### config.mk
export PLATFORM = sky130hd
export DESIGN_NAME = riscv_core_mc
export DESIGN_NICKNAME = d
export VERILOG_FILES = /design/src/rtl/riscv_core_mc.sv
export SDC_FILE = /design/constraint.sdc
export NUM_CORES = 2
export LEC_CHECK = 0
export BUFFER_PORTS_ARGS = -buffer_cell sky130_fd_sc_hd__buf_2
export CAP_MARGIN = 20
export CELL_PAD_IN_SITES_DETAIL_PLACEMENT = 0
export CELL_PAD_IN_SITES_GLOBAL_PLACEMENT = 1
export CORE_AREA = 2 2 378 380
export DETAILED_ROUTE_END_ITERATION = 10
export DIE_AREA = 0 0 380 382
export GPL_TIMING_DRIVEN = 0
export PLACE_DENSITY_LB_ADDON = 0.05
export SLEW_MARGIN = 20
export SYNTH_ARGS = -nofsm -noshare
export SYNTH_HDL_FRONTEND = slang
export SYNTH_SLANG_ARGS = --single-unit
### constraint.sdc
create_clock -name clk -period 6.85 [get_ports clk]
set_clock_uncertainty 0.1 [all_clocks]
set_input_delay 1.0275 -clock clk [delete_from_list [all_inputs] [get_ports clk]]
set_output_delay 1.0275 -clock clk [all_outputs]
set_load 0.03 [all_outputs]
### src/rtl/riscv_core_mc.sv
// riscv_core_mc: multi-cycle RV32I core on req/ack instruction/data buses.
// Define RISCV_PERF_CNT_EN to add the cycle_cnt/instret_cnt counter ports.
module riscv_core_mc #(
  parameter logic [31:0] RESET_PC       = 32'h0000_0000,
  parameter int          TIMEOUT_CYCLES = 16,
  parameter int          CNT_WIDTH      = 5
) (
  input  logic        clk,
  input  logic        rst_n,
  output logic        imem_req,
  output logic [31:0] imem_addr,
  input  logic        imem_ack,
  input  logic [31:0] imem_rdata,
  output logic        dmem_req,
  output logic        dmem_we,
  output logic [31:0] dmem_addr,
  output logic [3:0]  dmem_be,
  output logic [31:0] dmem_wdata,
  input  logic        dmem_ack,
  input  logic [31:0] dmem_rdata,
  output logic [31:0] instruction,
  output logic        halted,
  output logic [2:0]  halt_cause
`ifdef RISCV_PERF_CNT_EN
  ,
  output logic [63:0] cycle_cnt,
  output logic [63:0] instret_cnt
`endif
);

  localparam logic [2:0] S_FETCH = 3'd0;
  localparam logic [2:0] S_DEC   = 3'd1;
  localparam logic [2:0] S_EXEC  = 3'd2;
  localparam logic [2:0] S_MEM   = 3'd3;
  localparam logic [2:0] S_WB    = 3'd4;
  localparam logic [2:0] S_HALT  = 3'd5;

  localparam logic [CNT_WIDTH-1:0] LP_TO =
    CNT_WIDTH'(TIMEOUT_CYCLES);
  localparam logic [CNT_WIDTH-1:0] LP_ONE =
    {{(CNT_WIDTH-1){1'b0}}, 1'b1};

  logic [2:0]  r_state;
  logic [31:0] r_pc, r_ir, r_a, r_b, r_imm;
  logic [31:0] r_alu, r_tgt, r_mdr;
  logic        r_taken;
  logic [2:0]  r_cause;
  logic [CNT_WIDTH-1:0] r_cnt;
  logic [31:0] r_rf [32];

  logic [6:0]  w_op;
  logic [2:0]  w_f3;
  logic [4:0]  w_rd, w_rs1, w_rs2;
  logic        w_lui, w_auipc, w_jal, w_jalr, w_br;
  logic        w_ld, w_st, w_opi, w_opr, w_fence;
  logic        w_sys, w_ecall, w_illegal;
  logic [31:0] w_imm, w_rs1d, w_rs2d;
  logic [31:0] w_opa, w_opb, w_alu, w_jtgt;
  logic [3:0]  w_sel;
  logic        w_cond, w_fmis, w_mis, w_to, w_rfwe;
  logic [CNT_WIDTH-1:0] w_cnt_inc;
  logic [3:0]  w_be;
  logic [31:0] w_sdata, w_ldsh, w_ldv, w_wbd;

  assign w_op  = r_ir[6:0];
  assign w_f3  = r_ir[14:12];
  assign w_rd  = r_ir[11:7];
  assign w_rs1 = r_ir[19:15];
  assign w_rs2 = r_ir[24:20];

  assign w_lui   = w_op == 7'b0110111;
  assign w_auipc = w_op == 7'b0010111;
  assign w_jal   = w_op == 7'b1101111;
  assign w_jalr  = w_op == 7'b1100111;
  assign w_br    = w_op == 7'b1100011;
  assign w_ld    = w_op == 7'b0000011;
  assign w_st    = w_op == 7'b0100011;
  assign w_opi   = w_op == 7'b0010011;
  assign w_opr   = w_op == 7'b0110011;
  assign w_fence = w_op == 7'b0001111;
  assign w_sys   = w_op == 7'b1110011;
  assign w_ecall = w_sys && (w_f3 == 3'd0);
  assign w_illegal = !(w_lui | w_auipc | w_jal | w_jalr |
    w_br | w_ld | w_st | w_opi | w_opr | w_fence | w_ecall);

  always_comb begin
    w_imm = {{20{r_ir[31]}}, r_ir[31:20]};
    unique case (1'b1)
      w_st: w_imm = {{20{r_ir[31]}}, r_ir[31:25], r_ir[11:7]};
      w_br: w_imm = {{19{r_ir[31]}}, r_ir[31], r_ir[7],
                     r_ir[30:25], r_ir[11:8], 1'b0};
      w_lui, w_auipc: w_imm = {r_ir[31:12], 12'b0};
      w_jal: w_imm = {{11{r_ir[31]}}, r_ir[31], r_ir[19:12],
                      r_ir[20], r_ir[30:21], 1'b0};
      default: ;
    endcase
  end

  assign w_rs1d = (w_rs1 == 5'd0) ? 32'd0 : r_rf[w_rs1];
  assign w_rs2d = (w_rs2 == 5'd0) ? 32'd0 : r_rf[w_rs2];

  always_comb begin
    w_opa = r_a;
    w_opb = r_imm;
    w_sel = 4'b0000;
    unique case (1'b1)
      w_lui:   w_opa = 32'd0;
      w_auipc: w_opa = r_pc;
      w_opr: begin
        w_opb = r_b;
        w_sel = {r_ir[30], w_f3};
      end
      // bit 30 is immediate data for all OP-IMM except SRAI
      w_opi: w_sel = {r_ir[30] & (w_f3 == 3'b101), w_f3};
      default: ;
    endcase
  end

  always_comb begin
    unique case (w_sel[2:0])
      3'b000: w_alu = w_sel[3] ? w_opa - w_opb : w_opa + w_opb;
      3'b001: w_alu = w_opa << w_opb[4:0];
      3'b010: w_alu = {31'd0, $signed(w_opa) < $signed(w_opb)};
      3'b011: w_alu = {31'd0, w_opa < w_opb};
      3'b100: w_alu = w_opa ^ w_opb;
      3'b101: w_alu = w_sel[3] ?
        32'($signed(w_opa) >>> w_opb[4:0]) : w_opa >> w_opb[4:0];
      3'b110: w_alu = w_opa | w_opb;
      default: w_alu = w_opa & w_opb;
    endcase
  end

  always_comb begin
    unique case (w_f3)
      3'b000: w_cond = r_a == r_b;
      3'b001: w_cond = r_a != r_b;
      3'b100: w_cond = $signed(r_a) < $signed(r_b);
      3'b101: w_cond = $signed(r_a) >= $signed(r_b);
      3'b110: w_cond = r_a < r_b;
      3'b111: w_cond = r_a >= r_b;
      default: w_cond = 1'b0;
    endcase
  end

  assign w_jtgt = w_jalr ? ((r_a + r_imm) & 32'hFFFF_FFFE)
                         : r_pc + r_imm;

  assign w_fmis = |r_pc[1:0];
  assign w_mis  = w_f3[1] ? |r_alu[1:0] : (w_f3[0] & r_alu[0]);
  assign w_cnt_inc = r_cnt + LP_ONE;
  assign w_to = (TIMEOUT_CYCLES != 0) && (w_cnt_inc == LP_TO);

  always_comb begin
    w_be    = 4'b1111;
    w_sdata = r_b;
    if (!w_f3[1]) begin
      w_be    = (w_f3[0] ? 4'b0011 : 4'b0001) << r_alu[1:0];
      w_sdata = w_f3[0] ? {2{r_b[15:0]}} : {4{r_b[7:0]}};
    end
  end

  assign w_ldsh = r_mdr >> {r_alu[1:0], 3'b000};

  always_comb begin
    unique case (w_f3[1:0])
      2'b00: w_ldv = {{24{~w_f3[2] & w_ldsh[7]}}, w_ldsh[7:0]};
      2'b01: w_ldv = {{16{~w_f3[2] & w_ldsh[15]}}, w_ldsh[15:0]};
      default: w_ldv = r_mdr;
    endcase
  end

  assign w_wbd = (w_jal | w_jalr) ? r_pc + 32'd4 :
                 w_ld ? w_ldv : r_alu;
  assign w_rfwe = rst_n && (r_state == S_WB) && (w_rd != 5'd0) &&
    (w_lui | w_auipc | w_jal | w_jalr | w_ld | w_opi | w_opr);

  always_ff @(posedge clk) begin
    if (w_rfwe) r_rf[w_rd] <= w_wbd;
  end

  assign imem_req   = rst_n && (r_state == S_FETCH) && !w_fmis;
  assign imem_addr  = r_pc;
  assign dmem_req   = rst_n && (r_state == S_MEM) && !w_mis;
  assign dmem_we    = dmem_req && w_st;
  assign dmem_addr  = {r_alu[31:2], 2'b00};
  assign dmem_be    = dmem_req ? w_be : 4'b0000;
  assign dmem_wdata = dmem_req ? w_sdata : 32'd0;
  assign instruction = r_ir;
  assign halted      = r_state == S_HALT;
  assign halt_cause  = r_cause;

  always_ff @(posedge clk or negedge rst_n) begin
    if (!rst_n) begin
      r_state <= S_FETCH;
      r_pc    <= RESET_PC;
      r_ir    <= '0;
      r_a     <= '0;
      r_b     <= '0;
      r_imm   <= '0;
      r_alu   <= '0;
      r_tgt   <= '0;
      r_mdr   <= '0;
      r_taken <= 1'b0;
      r_cause <= 3'd0;
      r_cnt   <= '0;
    end else begin
      unique case (r_state)
        S_FETCH: begin
          if (w_fmis) begin
            r_state <= S_HALT;
            r_cause <= 3'd2;
          end else if (imem_ack) begin
            r_ir    <= imem_rdata;
            r_state <= S_DEC;
          end else if (w_to) begin
            r_state <= S_HALT;
            r_cause <= 3'd4;
          end else r_cnt <= w_cnt_inc;
        end
        S_DEC: begin
          r_a   <= w_rs1d;
          r_b   <= w_rs2d;
          r_imm <= w_imm;
          if (w_illegal) begin
            r_state <= S_HALT;
            r_cause <= 3'd1;
          end else if (w_ecall) begin
            r_state <= S_HALT;
            r_cause <= 3'd6;
          end else r_state <= S_EXEC;
        end
        S_EXEC: begin
          r_alu   <= w_alu;
          r_tgt   <= w_jtgt;
          r_taken <= w_jal | w_jalr | (w_br & w_cond);
          r_cnt   <= '0;
          r_state <= (w_ld | w_st) ? S_MEM : S_WB;
        end
        S_MEM: begin
          if (w_mis) begin
            r_state <= S_HALT;
            r_cause <= 3'd3;
          end else if (dmem_ack) begin
            r_mdr   <= dmem_rdata;
            r_state <= S_WB;
          end else if (w_to) begin
            r_state <= S_HALT;
            r_cause <= 3'd5;
          end else r_cnt <= w_cnt_inc;
        end
        S_WB: begin
          r_pc    <= r_taken ? r_tgt : r_pc + 32'd4;
          r_cnt   <= '0;
          r_state <= S_FETCH;
        end
        default: r_state <= S_HALT;
      endcase
    end
  end

`ifdef RISCV_PERF_CNT_EN
  always_ff @(posedge clk or negedge rst_n) begin
    if (!rst_n) begin
      cycle_cnt   <= '0;
      instret_cnt <= '0;
    end else begin
      if (r_state != S_HALT) cycle_cnt <= cycle_cnt + 64'd1;
      if (r_state == S_WB) instret_cnt <= instret_cnt + 64'd1;
    end
  end
`endif

endmodule

==> impl_metrics.json <==
{
  "grt_max_degree": 88,
  "port_buffers": 204,
  "yosys.area.top_type_share_pct": 41.4,
  "die_area_mm2": 0.145,
  "layout_min_cycle_time_ps": 7030,
  "violations": "setup timing",
  "grtUsageTotal_pct": 45.6,
  "leakagePower_uw": 0.0326,
  "synth-async-reset-ratio_pct": 20.7,
  "finalSetupViolations": 2,
  "synth.distinct_cells": 94,
  "hold_viol_final": 0,
  "cts_buffer_depth": 3,
  "grt.overflow.total": 0,
  "nets": 6375,
  "maxCapViolCount": 0,
  "max_freq_ghz": 0.142,
  "synth-seq-area-share_pct": 50.4,
  "critPathArrivalTime_ps": 7590,
  "status": "finished, violations left",
  "ir_drop_uv": 259,
  "path_clk_slew_ps": 60,
  "path_class": "reg2reg",
  "startpoint_type": "register",
  "totalWireLength_mm": 334,
  "grt_pass1_vias": 56197,
  "syn_inst": 5628,
  "syn-cell-area_mm2": 0.0744,
  "htreeDepth": 4,
  "ios": 207,
  "grt_pass1_wl_mm": 456,
  "antenna_found_initial": 28,
  "routedWlPerCell_um": 41.1,
  "post_cts_buffers": 0,
  "vias_per_cell": 7.30,
  "setup_slack_ps": -183,
  "vias": 59310,
  "clk_latency_ps": 820,
  "finalCritPeriodShare_pct": 103,
  "drc": 0,
  "cts_buffers": 139,
  "start_util_pct": 52.8,
  "fill_cells": 11000,
  "min_path_type": "in2async",
  "cts_tree": "done",
  "rows": 138,
  "synth_edf_count": 1024,
  "rsz0062_at_grt": "false",
  "synth_area_leaders": "edfxtp_1 (41%), mux4_2 (18%), dfrtp_1 (9.0%), mux2_2 (3.5%), ha_1 (3.3%)",
  "cts_hold_buf": 0,
  "avgSynthCellArea_um2": 13.2,
  "drt_iter0_markers": 10294,
  "ys.flop_type": "edfxtp_1",
  "die_x_um": 380,
  "critPathCaptureType": "register",
  "yosysWarnings": 0,
  "report.power.total_uw": 16100,
  "ys_seq_elements": 1292,
  "clock_sinks": 1292,
  "fin_util_pct": 60.9,
  "hold_slack_ps": 27.6,
  "finalWeightedCongestion": 1.15,
  "syn2layout_area_growth_pct": 15.5,
  "ant_nets": 0,
  "dpl.hpwl_mm": 255,
  "maxSlewViolCount": 0,
  "drive_above_1_share_pct": 25.7,
  "critPathMaxFanout": 11,
  "slew_headroom_pct": 9.81,
  "p_per_area_mw_per_mm2": 188,
  "critPathRequiredTime_ps": 7410,
  "dr.pass1.iters": 9,
  "setup_tns_ps": -269,
  "synth_top_area_cell": "edfxtp_1",
  "core_area_mm2": 0.141,
  "cts-root-buf": "clkbuf_16",
  "die_y_um": 382,
  "worst_pin_slew_ps": 1340
}
==> layout make-up <==
type | count | area, um2 | share of cell area (%)
diodes | 18 | 45.0 | 0.0525
well taps | 1890 | 2360 | 2.75
plain buffers | 445 | 1960 | 2.28
clock inverters | 69 | 866 | 1.01
flip-flops and latches | 1292 | 37500 | 43.6
clock buffers | 180 | 3700 | 4.32
repair buffers | 309 | 3560 | 4.14
multi-input cells | 3764 | 35300 | 41.1
inverters | 158 | 593 | 0.691
==> registers in the layout, indices dropped and copies added (netlist names) <==
register     flops
r_a             32
r_b             32
r_rf          1024
r_alu           32
r_mdr           32
instruction     32
r_imm           32
halt_cause       3
imem_addr       32
r_state          3
r_tgt           32
r_cnt            5
r_taken          1
==> worst paths after layout <==
kind                       cells after the start  slack, ps                        from                     endpoint
max                                           20       -180  instruction[2]$_DFFE_PN0P_        r_alu[26]$_DFFE_PN0P_
min                                            1         30                       rst_n         r_cnt[2]$_DFFE_PN0P_
max reg2reg                                   20       -180  instruction[2]$_DFFE_PN0P_        r_alu[26]$_DFFE_PN0P_
min reg2reg                                    2        380        r_tgt[1]$_DFFE_PN0P_         r_tgt[1]$_DFFE_PN0P_
max in group asynchronous                      4       4930                       rst_n          r_b[23]$_DFFE_PN0P_
min in group clk                               2        350              imem_rdata[19]  instruction[19]$_DFFE_PN0P_
==> synth_stat cells, types with 38 or more instances <==
master and n:
nor2_1 309, dfrtp_1 268, a31oi_1 54, a21o_1 50, mux2i_1 160, o211ai_1 80
ha_1 194, inv_1 149, buf_1 71, nand3_1 70, clkbuf_1 293, a21oi_1 331
o22ai_1 85, xnor2_1 63, xor2_1 38, nor2b_1 92, mux4_2 589, o31ai_1 39
edfxtp_1 1024, nand2_1 396, buf_2 45, a211oi_1 52, mux2_2 228, nor3_1 81
o21ai_0 314
==> worst max-delay path, stage by stage, from the launching register on <==
cell	delay, ps
dfrtp_1	450
buf_2	250
nand4bb_1	250
buf_2	270
o21ai_2	590
nand2_4	240
inv_2	250
buf_2	340
buf_2	350
buf_1	600
ha_1	280
o21bai_2	220
o31ai_1	260
o41a_1	450
o31ai_1	470
a21oi_2	270
nor2_1	160
a211oi_1	80
xnor2_1	450
o221ai_1	330
nor3b_1	230
==> layer usage <==
| metal | global-route usage (%) | wire length (um) |
|---|---|---|
| met5 | 0 | 311 |
| met4 | 31.3 | 28300 |
| met3 | 13.3 | 44400 |
| met2 | 66.5 | 143000 |
| met1 | 59.2 | 118000 |
==> cells by family (layout without fill, tap and decap cells) <==
family / count (synthesis) / after routing / share of synthesized area, %
and+or+nand+nor: 1194 / 1194 / 7.61
AOI/OAI and AO/OA: 1257 / 1257 / 10.6
DFF: 1292 / 1292 / 50.4
xor gates and xnor gates: 101 / 101 / 1.19
muxes: 980 / 980 / 23.5
other: 1 / 52 / 0.00504
buffers and inverters: 605 / 1161 / 3.32
adders and majority gates: 198 / 198 / 3.37
==> placed cells by master, fill, tap and decap left out, drive strengths merged, types with 194 or more instances in the layout <==
cell type	synthesis	final
edfxtp	1024	1024
mux4	589	589
clkbuf	294	493
buf	153	441
nand2	397	397
a21oi	331	331
o21ai	326	326
nor2	310	310
dfrtp	268	268
mux2	231	231
ha	194	194
==> timing repair <==
| item | 4_1_cts | 5_1_grt |
|---|---|---|
| setup endpoints to repair | 4 | 12 |
| hold endpoints to repair | 0 | 0 |
| gates resized for setup | 3 | 15 |
==> metrics by stage <==
stage	cell area, um2	setup slack, ps	cells
after CTS	85700	6.50	8107
final	85800	-183	8125
after global placement	77900	-6750	7755
after detailed placement	81100	-252	7858
after global routing	85800	25.1	8108
after floorplan	74500	1580	5661
==> power by group <==
group | switching, uW | internal, uW
combinational | 87.0 | 40.0
clock | 3380 | 4260
sequential | 2.61 | 8380
Power figures use the tool's default switching activity.
